File: src/rtl/radix2_seqdiv_pkg.sv
// Shared definitions for the radix-2 sequential divider: FSM encoding and
// the operand-width / steps-per-clock legality rule.
package radix2_seqdiv_pkg;

  localparam logic [1:0] ST_IDLE = 2'd0;
  localparam logic [1:0] ST_CALC = 2'd1;
  localparam logic [1:0] ST_FIX  = 2'd2;

  // Width must be even and >= 4; steps per clock must tile the width exactly.
  function automatic bit widthStepsLegal(input int width, input int steps);
    return (width >= 4) && (width % 2 == 0) && (steps >= 1) && (width % steps == 0);
  endfunction

endpackage

File: src/rtl/radix2_step.sv
// One restoring-division step: shift the next dividend bit into the partial
// remainder, trial-subtract the divisor, keep the difference when it fits.
module radix2_step
  import radix2_seqdiv_pkg::*;
#(
  parameter int WIDTH = 32
) (
  input  logic [WIDTH-1:0] remIn,
  input  logic             dividendBit,
  input  logic [WIDTH-1:0] divisor,
  output logic [WIDTH-1:0] remOut,
  output logic             qBit
);

  // Shifted value needs one extra bit; the kept remainder is always < divisor.
  logic [WIDTH:0] shifted;
  logic [WIDTH:0] diff;

  // Trial subtract and select.
  always_comb begin
    shifted = {remIn, dividendBit};
    diff    = shifted - {1'b0, divisor};
    qBit    = (shifted >= {1'b0, divisor});
    remOut  = qBit ? diff[WIDTH-1:0] : shifted[WIDTH-1:0];
  end

endmodule

File: src/rtl/radix2_seqdiv.sv
// Sequential signed/unsigned divider, STEPS radix-2 steps per clock.
// Magnitudes are divided; signs are restored in a single FIX cycle.
module radix2_seqdiv
  import radix2_seqdiv_pkg::*;
#(
  parameter int WIDTH = 32,
  parameter int STEPS = 2
) (
  input  logic             iCLOCK,
  input  logic             inRESET,
  input  logic             iRESET_SYNC,
  input  logic             iREQ,
  input  logic             iSIGNED,
  input  logic [WIDTH-1:0] iDIVIDEND,
  input  logic [WIDTH-1:0] iDIVISOR,
  output logic             oBUSY,
  output logic             oVALID,
  output logic [WIDTH-1:0] oQUOTIENT,
  output logic [WIDTH-1:0] oREMAINDER,
  output logic             oDIVZERO
);

  localparam int N  = WIDTH / STEPS;
  localparam int CW = $clog2(N + 1);
  localparam logic [CW-1:0] LAST = CW'(N - 1);

  if (!widthStepsLegal(WIDTH, STEPS)) begin : gIllegal
    $error("radix2_seqdiv: WIDTH must be even, >= 4, and divisible by STEPS");
  end

  logic [1:0]       state, stateNext;
  logic [CW-1:0]    cnt;
  logic [WIDTH-1:0] dq;        // dividend bits shift out MSB-first, quotient bits shift in
  logic [WIDTH-1:0] rem;
  logic [WIDTH-1:0] dvsr;
  logic             negQ, negR;
  logic             accept, calcEn, fixEn;
  logic [WIDTH-1:0] absDividend, absDivisor;
  logic             dvdNeg, dvsNeg;

  logic [STEPS:0][WIDTH-1:0] remChain;
  logic [STEPS-1:0]          qVec;

  assign remChain[0] = rem;

  // Step i consumes dividend bit WIDTH-1-i; its quotient bit lands MSB-first in qVec.
  for (genvar i = 0; i < STEPS; i++) begin : gStep
    radix2_step #(.WIDTH(WIDTH)) uStep (
      .remIn      (remChain[i]),
      .dividendBit(dq[WIDTH-1-i]),
      .divisor    (dvsr),
      .remOut     (remChain[i+1]),
      .qBit       (qVec[STEPS-1-i])
    );
  end

  // Operand magnitudes and sign flags for the accept cycle.
  always_comb begin
    dvdNeg      = iSIGNED & iDIVIDEND[WIDTH-1];
    dvsNeg      = iSIGNED & iDIVISOR[WIDTH-1];
    absDividend = dvdNeg ? -iDIVIDEND : iDIVIDEND;
    absDivisor  = dvsNeg ? -iDIVISOR  : iDIVISOR;
  end

  // FSM state register.
  always_ff @(posedge iCLOCK or negedge inRESET) begin
    if (!inRESET) state <= ST_IDLE;
    else          state <= stateNext;
  end

  // FSM next state; synchronous clear overrides every transition.
  always_comb begin
    stateNext = state;
    if (iRESET_SYNC) stateNext = ST_IDLE;
    else begin
      case (state)
        ST_IDLE: if (iREQ) stateNext = ST_CALC;
        ST_CALC: if (cnt == LAST) stateNext = ST_FIX;
        ST_FIX:  stateNext = ST_IDLE;
        default: stateNext = ST_IDLE;
      endcase
    end
  end

  // FSM outputs: busy flag and datapath enables.
  always_comb begin
    oBUSY  = (state != ST_IDLE);
    accept = (state == ST_IDLE) & iREQ;
    calcEn = (state == ST_CALC);
    fixEn  = (state == ST_FIX);
  end

  // Datapath and result registers. A zero divisor runs the full schedule:
  // every step subtracts zero, leaving all-ones quotient and |dividend| as
  // remainder; the remainder sign fix then restores the original dividend.
  always_ff @(posedge iCLOCK or negedge inRESET) begin
    if (!inRESET) begin
      cnt <= '0; dq <= '0; rem <= '0; dvsr <= '0; negQ <= 1'b0; negR <= 1'b0;
      oVALID <= 1'b0; oQUOTIENT <= '0; oREMAINDER <= '0; oDIVZERO <= 1'b0;
    end else if (iRESET_SYNC) begin
      cnt <= '0; dq <= '0; rem <= '0; dvsr <= '0; negQ <= 1'b0; negR <= 1'b0;
      oVALID <= 1'b0; oQUOTIENT <= '0; oREMAINDER <= '0; oDIVZERO <= 1'b0;
    end else begin
      oVALID <= 1'b0;
      if (accept) begin
        dq   <= absDividend;
        rem  <= '0;
        dvsr <= absDivisor;
        negQ <= dvdNeg ^ dvsNeg;
        negR <= dvdNeg;
        cnt  <= '0;
      end
      if (calcEn) begin
        dq  <= (dq << STEPS) | WIDTH'(qVec);
        rem <= remChain[STEPS];
        cnt <= cnt + 1'b1;
      end
      if (fixEn) begin
        oQUOTIENT  <= (dvsr == '0) ? '1 : (negQ ? -dq : dq);
        oREMAINDER <= negR ? -rem : rem;
        oDIVZERO   <= (dvsr == '0);
        oVALID     <= 1'b1;
      end
    end
  end

endmodule

File: config.mk
export PLATFORM = sky130hd
export DESIGN_NAME = radix2_seqdiv
export DESIGN_NICKNAME = d
export VERILOG_FILES = /design/src/rtl/radix2_seqdiv_pkg.sv /design/src/rtl/radix2_step.sv /design/src/rtl/radix2_seqdiv.sv
export SDC_FILE = /design/constraint.sdc
export NUM_CORES = 1
export LEC_CHECK = 0
export ABC_AREA = 1
export BUFFER_PORTS_ARGS = -buffer_cell sky130_fd_sc_hd__buf_4
export CORE_MARGIN = 8
export CORE_UTILIZATION = 32
export DETAILED_ROUTE_END_ITERATION = 16
export GPL_TIMING_DRIVEN = 0
export MAX_ROUTING_LAYER = met4
export PLACE_DENSITY = 0.51
export SKIP_CTS_REPAIR_TIMING = 1
export SLEW_MARGIN = 20
export SYNTH_ARGS = -nofsm -noshare
export SYNTH_HDL_FRONTEND = slang
export SYNTH_HIERARCHICAL = 1
export SYNTH_SLANG_ARGS = --single-unit
export TNS_END_PERCENT = 10
File: constraint.sdc
create_clock -name iCLOCK -period 4.3 [get_ports iCLOCK]
set_clock_uncertainty 0.15 [all_clocks]
set_input_delay 0.645 -clock iCLOCK [delete_from_list [all_inputs] [get_ports iCLOCK]]
set_output_delay 0.645 -clock iCLOCK [all_outputs]
set_load 0.02 [all_outputs]
==> run_results.csv, run 1 <==
group,metric,value,unit
outcome,status,"finished clean",
detailed_routing,vias,18400,
timing,post-route-worst-setup-slack,0.0243,ns
placement,dpl.hpwl,58.9,mm
clocking,cts_root_buf,"clkbuf_16",
timing,fin_crit,4.28,ns
synth,synth_edf_count,0,
finish,drive_above_1_share,17.6,%
setup_path,cpMostUsedCell,"nand2_2",
floorplanning,die_area,0.0594,mm^2
synth,synthCells,2787,
detailed_routing,dr.pass1.iters,6,
detailed_routing,drt-initial-drc-count,1355,
synth,synth_top_area_share,25.8,%
floorplanning,dieWidth,244,um
setup_path,r2r_cells,25,
finish,nets,3097,
setup_path,required,4.51,ns
finish,post-route-util,39.8,%
setup_path,critPathLaunchType,"flip-flop",
global_route,groute.usage.overall,23.7,%
placement,pre_cts_ws,-0.775,ns
synth,synth_xor_area_share,1.85,%
setup_path,crit_path_max_incr_delay,0.52,ns
timing,hold_viol_final,0,
placement,routabilityCongestion,0.974,
floorplanning,die_y,244,um
setup_path,cp-end-kind,"flip-flop",
synth,yosysSeqAreaShare,25.8,%
detailed_routing,avgViaCountPerCell,5.04,
global_route,grt_start_max_net_pins,89,
detailed_routing,ant_nets,0,
synth,ys_top_cells_by_area,"dfrtp_1, nand2_1, inv_1",
setup_path,path_delay_family,"simple AND/OR/NAND/NOR gates",
detailed_routing,wire_per_inst,19.5,um
synth,synthArstFlopShare,100,%
setup_path,reg2reg_from,"dvsr[26]",
synth,synth_compound_area_share,11.5,%
global_route,first_global_vias,17900,
clocking,cts.sinks,171,
synth,synth_seq_cells,171,
timing,setup_viol,0,
synth,yosysWarnings,6,
synth,synth_mux_area_share,0,%
placement,numPortBuffers,135,
detailed_routing,drt-total-wl,71.0,mm
setup_path,crit_buf_inv,4,
floorplanning,start_util,32.4,%
synth,synth_top_area_cell,"dfrtp_1",
setup_path,r2r-end,"rem[25]",
clocking,htreeDepth,4,
setup_path,worstPathMaxFanout,10,
setup_path,cp.arrival,4.49,ns
finish,area_delta_synth_final,22.8,%
clocking,clockBufferDepth,2,
global_route,grt_pass1_wl,106,mm
clocking,clkLatencyLatePin,0.48,ns
setup_path,crit_type,"reg2reg",
clocking,numCtsBuffers,17,
timing,drv_slew,0,
clocking,cts_tree,"built",
synth,synth_area,0.0166,mm^2
timing,period_share,99.4,%
timing,grt_setup_unrepaired,"true",
flow_run,maxCapViolCount,0,
detailed_routing,drcViolationCount,0,
timing,max-slew-margin-rel,49.6,%
synth,synth.distinct_cells,46,
floorplanning,io_pins,136,
global_route,antenna_found_initial,0,
global_route,overflow,0,
finish,antennaDiodeCount,0,
timing,tightest_slew,0.757,ns
synth,synth_top_family_by_area,"simple AND/OR/NAND/NOR gates",
synth,synth-simple-area-share,42.4,%
synth,synth-main-ff-cell,"dfrtp_1",
synth,synth-adder-area-share,5.51,%
setup_path,cp_slowest_cell,"dfrtp_2",
timing,max_freq,234,MHz
floorplanning,design.core.area,0.0513,mm^2
timing,hold_ws,0.0488,ns
hold_path,hold_class,"in2async",
floorplanning,rows,83,
synth,avgSynthCellArea,5.96,um^2
timing,fin_tns_setup,0,ns
clocking,path_clk_slew,0.07,ns
synth,syn_nets,2928,
setup_path,r2r_slack,0.02,ns
==> worst register-to-register path: cells and delay by family, from the launching register on <==
family / cells / cell delay (ns)
AOI/OAI and AO/OA: 1 / 0.26
adders and majority gates: 2 / 0.64
and+or+nand+nor: 18 / 2.00
DFF: 1 / 0.52
buffers and inverters: 4 / 0.59
==> routing by layer <==
metal | wire length (um) | vias up | global-route usage, %
li1 | - | 9151 | -
met1 | 32300 | 8646 | 30.5
met2 | 33500 | 506 | 38.8
met3 | 3040 | 100 | 2.51
met4 | 2220 | 0 | 7.90
met5 | 0 | - | -
==> sequential cells by signal, summed over array words and instances (netlist names), 2 cells and up <==
signal / count
oREMAINDER: 32
state: 2
dvsr: 32
dq: 32
oQUOTIENT: 32
rem: 32
cnt: 5
==> worst max path at each step <==
| stage | start | endpoint | depth (start not counted) |
|---|---|---|---|
| after floorplan | rem[2] | rem[25] | 27 |
| after global placement | dvsr[24] | rem[25] | 24 |
| after detailed placement | dvsr[24] | rem[25] | 24 |
| after CTS | dvsr[24] | rem[25] | 24 |
| after global routing | dvsr[26] | rem[8] | 29 |
| final | dvsr[26] | rem[25] | 25 |
==> final cells by class <==
cell class                      count  area (um^2)
Buffer                             77          488
Clock buffer                       23          478
Clock inverter                      8          109
Fill cell                        5704        30900
Inverter                          456         1710
Multi-Input combinational cell   2084        11300
Sequential cell                   171         4320
Tap cell                          680          851
Timing Repair Buffer              149         1180
==> synth_stat cells (all sizes together) (27+ instances only) <==
| master | count |
|---|---|
| buf | 56 |
| nand3 | 282 |
| nor3 | 39 |
| nand3b | 27 |
| dfrtp | 171 |
| xor2 | 31 |
| nand2 | 986 |
| ha | 70 |
| inv | 456 |
| nor2 | 238 |
| a21oi | 137 |
| o21ai | 174 |
==> metrics by stage <==
stage	std cells	area (um^2)
global route	3648	20400
CTS	3634	19100
floorplan	2787	16600
global placement	3602	18500
detailed placement	3603	18500
finish	3648	20400
==> cells in the final DEF (no fill, tap or decap), types with 31 or more instances in the layout <==
cell / netlist / layout
ha_4: 0 / 54
xor2_1: 31 / 31
nand2_1: 974 / 903
nand2_2: 8 / 75
inv_1: 444 / 433
buf_4: 3 / 154
nor2_1: 215 / 197
a21oi_1: 128 / 123
o21ai_1: 60 / 60
dfrtp_1: 171 / 143
nand3_1: 257 / 249
o21ai_0: 113 / 108
nor3_1: 33 / 32
==> cells by family after synthesis <==
logic type	Yosys count
AND/OR/NAND/NOR	1622
XOR/XNOR	35
adder cells (fa/ha/maj)	72
buffers and inverters	533
AO/OA/AOI/OAI	354
flip-flops	171
Power of run 1 is left out: the tool's default activity adds up to more than one toggle a clock period on the data nets, which glitch-free logic cannot reach.
==> run 2: changes to the inputs <==
==> constraint.sdc (replaced) <==
create_clock -name iCLOCK -period 4.3 [get_ports iCLOCK]
set_clock_uncertainty 0.15 [all_clocks]
set_input_delay 0.215 -clock iCLOCK [delete_from_list [all_inputs] [get_ports iCLOCK]]
set_output_delay 0.215 -clock iCLOCK [all_outputs]
set_load 0.02 [all_outputs]
==> run_results.csv, run 2 (same netlist as run 1, synthesis figures left out) <==
group,metric,value,unit
outcome,status,"finished, violations left",
outcome,violations,"hold timing",
setup_path,reg2reg_from,"dvsr[26]",
placement,pre_cts_ws,-0.775,ns
timing,tightest_slew,0.759,ns
placement,numPortBuffers,135,
placement,routabilityCongestion,0.974,
setup_path,crit_start,"dvsr[26]",
floorplanning,die_area,0.0594,mm^2
detailed_routing,avgViaCountPerCell,5.06,
timing,hold_viol_final,4,
setup_path,cp.arrival,4.51,ns
global_route,grt_start_max_net_pins,89,
finish,post-route-util,40.5,%
clocking,cts_tree,"built",
timing,setup_viol,0,
setup_path,required,4.51,ns
detailed_routing,vias,18600,
detailed_routing,drt-initial-drc-count,1429,
floorplanning,dieWidth,244,um
detailed_routing,drcViolationCount,0,
finish,final_common_cell,"nand2_1",
detailed_routing,wire_per_inst,19.3,um
timing,drv_slew,0,
setup_path,cp-end-kind,"flip-flop",
flow_run,maxCapViolCount,0,
floorplanning,io_pins,136,
timing,grt_setup_unrepaired,"true",
hold_path,min_from,"iDIVISOR[31]",
clocking,path_clk_slew,0.06,ns
global_route,first_global_vias,17900,
floorplanning,die_y,244,um
finish,area_delta_synth_final,25.2,%
global_route,overflow,0,
finish,antennaDiodeCount,0,
global_route,grtUsageMet1,30.5,%
global_route,busiest_layer,"met2",
clocking,cts.sinks,171,
global_route,use_met3,2.51,%
clocking,numCtsBuffers,17,
global_route,grt_use_met2,38.8,%
hold_path,hold_class,"in2reg",
placement,dpl.hpwl,58.9,mm
timing,post-route-worst-setup-slack,0.00204,ns
clocking,cts_root_buf,"clkbuf_16",
global_route,grt_pass1_wl,106,mm
timing,max-slew-margin-rel,49.4,%
timing,fin_crit,4.30,ns
timing,period_share,100,%
setup_path,critPathLaunchType,"flip-flop",
detailed_routing,ant_nets,0,
setup_path,worstPathMaxFanout,10,
clocking,clockBufferDepth,2,
finish,nets,3136,
floorplanning,start_util,32.4,%
finish,layout_common_cells,"nand2_1, inv_1, nand3_1",
detailed_routing,drt-total-wl,71.2,mm
global_route,antenna_found_initial,0,
timing,max_freq,233,MHz
finish,drive_above_1_share,17.3,%
clocking,clkLatencyLatePin,0.48,ns
global_route,groute.usage.overall,23.7,%
floorplanning,design.core.area,0.0513,mm^2
clocking,htreeDepth,4,
timing,hold_ws,-0.0236,ns
floorplanning,rows,83,
detailed_routing,dr.pass1.iters,8,
setup_path,crit_type,"reg2reg",
[run 2: changes by cell type in the layout (fill, tap and decap cells not counted), sizes merged]
cell         before  now
dlygate4sd3       0   39
[run 2: layer usage]
metal	up-vias	part of all wire, %
li1	9244	-
met1	8768	45
met2	536	47
met3	97	4.4
met4	0	3.1
met5	-	0
[run 2: layout make-up]
class	instances	area (um^2)
Tap cell	680	851
Sequential cell	171	4320
Fill cell	5671	30500
Inverter	456	1710
Clock buffer	23	478
Timing Repair Buffer	188	1570
Buffer	77	488
Multi-Input combinational cell	2084	11300
Clock inverter	8	109
[run 2: final timing paths]
check | depth (start not counted) | to | slack (ns)
worst min-delay path | 5 | dvsr[31] | -0.02
max in group asynchronous | 3 | rem[25] | 2.88
worst max register to register | 25 | rem[25] | 0.002
min in group asynchronous | 2 | oREMAINDER[26] | 0.21
worst max-delay path | 25 | rem[25] | 0.002
worst min register to register | 2 | oREMAINDER[18] | 0.33
[run 2: metrics by stage]
stage                     std cells  TNS [ns]  area, um^2
after floorplan                2787         0       16600
after global placement         3602    -21.36       18500
after detailed placement       3603    -20.66       18500
after CTS                      3634    -21.28       19100
after global routing           3687     -2.40       20800
final                          3687         0       20800
[run 2: critical path, cell delays in order, from the launching register on]
cell	delay [ns]
dfrtp_2	0.52
inv_2	0.09
ha_4	0.31
nand2_4	0.07
nor2_4	0.18
nand2_1	0.09
nor3_2	0.19
nand2_1	0.09
nand2_2	0.08
nor2_4	0.05
buf_12	0.14
buf_4	0.18
nand3_1	0.10
nand2_2	0.12
ha_4	0.32
nand2_2	0.09
nor2_4	0.21
nand2_2	0.09
nor3_2	0.13
nand2_1	0.11
nand2_2	0.09
nor2_4	0.07
clkbuf_4	0.19
nand3_2	0.13
nand2_2	0.11
a32o_1	0.26
Power of run 2 is left out for the same reason.
==> run 3: changes to the inputs <==
==> constraint.sdc (replaced) <==
create_clock -name iCLOCK -period 4 [get_ports iCLOCK]
set_clock_uncertainty 0.15 [all_clocks]
set_input_delay 0.2 -clock iCLOCK [delete_from_list [all_inputs] [get_ports iCLOCK]]
set_output_delay 0.2 -clock iCLOCK [all_outputs]
set_load 0.02 [all_outputs]
==> run_results.csv, run 3 (same netlist as run 1, synthesis figures left out) <==
group,metric,value,unit
outcome,status,"finished, violations left",
outcome,violations,"hold timing, setup timing",
hold_path,hold_class,"in2reg",
global_route,grt_pass1_wl,106,mm
timing,period_share,107,%
floorplanning,die_y,244,um
floorplanning,dieWidth,244,um
detailed_routing,ant_nets,0,
setup_path,crit_start,"dvsr[26]",
global_route,overflow,0,
clocking,cts_root_buf,"clkbuf_16",
detailed_routing,drt-initial-drc-count,1458,
timing,hold_viol_final,5,
floorplanning,start_util,32.4,%
timing,tightest_slew,0.741,ns
finish,final_cell_area,0.0208,mm^2
global_route,first_global_vias,17900,
timing,grt_setup_unrepaired,"true",
finish,layout_common_cells,"nand2_1, inv_1, nand3_1",
floorplanning,io_pins,136,
clocking,cts.sinks,171,
placement,numPortBuffers,135,
floorplanning,die_area,0.0594,mm^2
clocking,clkLatencyLatePin,0.47,ns
clocking,clockBufferDepth,2,
placement,place_inst,3603,
finish,fillerInstances,5667,
placement,dpl-instance-area,0.0185,mm^2
floorplanning,design.core.area,0.0513,mm^2
global_route,grtUsageMet1,30.5,%
setup_path,cp-end-kind,"flip-flop",
timing,fin_crit,4.26,ns
setup_path,r2r_cells,25,
timing,hold_ws,-0.0291,ns
setup_path,cp.arrival,4.47,ns
timing,max-slew-margin-rel,50.6,%
clocking,htreeDepth,4,
global_route,use_met3,2.51,%
finish,antennaDiodeCount,0,
detailed_routing,drt-total-wl,71.4,mm
setup_path,required,4.21,ns
flow_run,maxCapViolCount,0,
timing,max_freq,235,MHz
setup_path,r2r-end,"rem[25]",
setup_path,worstPathMaxFanout,10,
hold_path,min_delay_path_depth,5,
finish,area_delta_synth_final,25.5,%
global_route,grt_use_met2,38.8,%
setup_path,reg2reg_from,"dvsr[26]",
clocking,cts_tree,"built",
detailed_routing,dr.pass1.iters,6,
placement,routabilityCongestion,0.974,
timing,post-route-worst-setup-slack,-0.263,ns
global_route,busiest_layer,"met2",
global_route,antenna_found_initial,0,
finish,drive_above_1_share,17.3,%
timing,setup_viol,33,
finish,instances_no_fill,3692,
setup_path,crit_type,"reg2reg",
detailed_routing,wire_per_inst,19.3,um
clocking,path_clk_slew,0.07,ns
finish,final_common_cell,"nand2_1",
setup_path,crit_path_end,"rem[25]",
global_route,grt_start_max_net_pins,89,
finish,nets,3141,
detailed_routing,drcViolationCount,0,
placement,dpl.hpwl,58.9,mm
timing,fin_tns_setup,-5.95,ns
detailed_routing,avgViaCountPerCell,5.02,
timing,drv_slew,0,
setup_path,r2r_slack,-0.26,ns
setup_path,critPathLaunchType,"flip-flop",
floorplanning,rows,83,
clocking,numCtsBuffers,17,
detailed_routing,vias,18500,
global_route,groute.usage.overall,23.7,%
run 3: area by class of cell:
| type | count | area [um^2] | area share (%) |
|---|---|---|---|
| plain buffers | 77 | 488 | 2.34 |
| well taps | 680 | 851 | 4.08 |
| inverters | 456 | 1710 | 8.21 |
| clock buffers | 23 | 478 | 2.29 |
| flip-flops and latches | 171 | 4320 | 20.7 |
| repair buffers | 193 | 1620 | 7.76 |
| multi-input cells | 2084 | 11300 | 54.1 |
| clock inverters | 8 | 109 | 0.522 |
run 3: how the worst min path moves through the flow:
stage	startpoint	end	slack (ns)
floorplan	inRESET	cnt[0]	-0.25
global placement	oREMAINDER[26]	oREMAINDER[26]	0.32
detailed placement	inRESET	oREMAINDER[30]	0.12
CTS	inRESET	oREMAINDER[26]	-0.40
global route	iDIVISOR[17]	dvsr[17]	-0.009
finish	iDIVIDEND[18]	dq[18]	-0.03
run 3: critical path, cell delays in order, from the launching register on:
cell and delay, ns:
dfrtp_2 0.52, inv_2 0.09, ha_4 0.32, nand2_4 0.07
nor2_4 0.18, nand2_1 0.09, nor3_2 0.19, nand2_1 0.09
nand2_2 0.08, nor2_4 0.05, buf_12 0.14, buf_4 0.18
nand3_1 0.10, nand2_2 0.11, ha_4 0.32, nand2_2 0.10
nor2_4 0.21, nand2_2 0.09, nor3_2 0.12, nand2_1 0.10
nand2_2 0.09, nor2_4 0.07, clkbuf_4 0.19, nand3_2 0.12
nand2_2 0.12, a32o_1 0.26
run 3: metrics by stage:
step | hold slack, ns | setup slack, ns | util, %
3_3_place_gp | 0.323 | -1.12 | 36.0
5_1_grt | -0.00947 | -0.432 | 40.6
2_1_floorplan | -0.246 | 0.419 | -
6_report | -0.0291 | -0.263 | 40.6
4_1_cts | -0.397 | -1.10 | 37.2
3_5_place_dp | 0.124 | -1.08 | 36.1
run 3: layer usage:
| metal | wire [um] | share of wire (%) |
|---|---|---|
| met4 | 2220 | 3.1 |
| met3 | 3020 | 4.2 |
| met2 | 33600 | 47 |
| met5 | 0 | 0 |
| met1 | 32500 | 46 |
Power of run 3 is left out for the same reason.
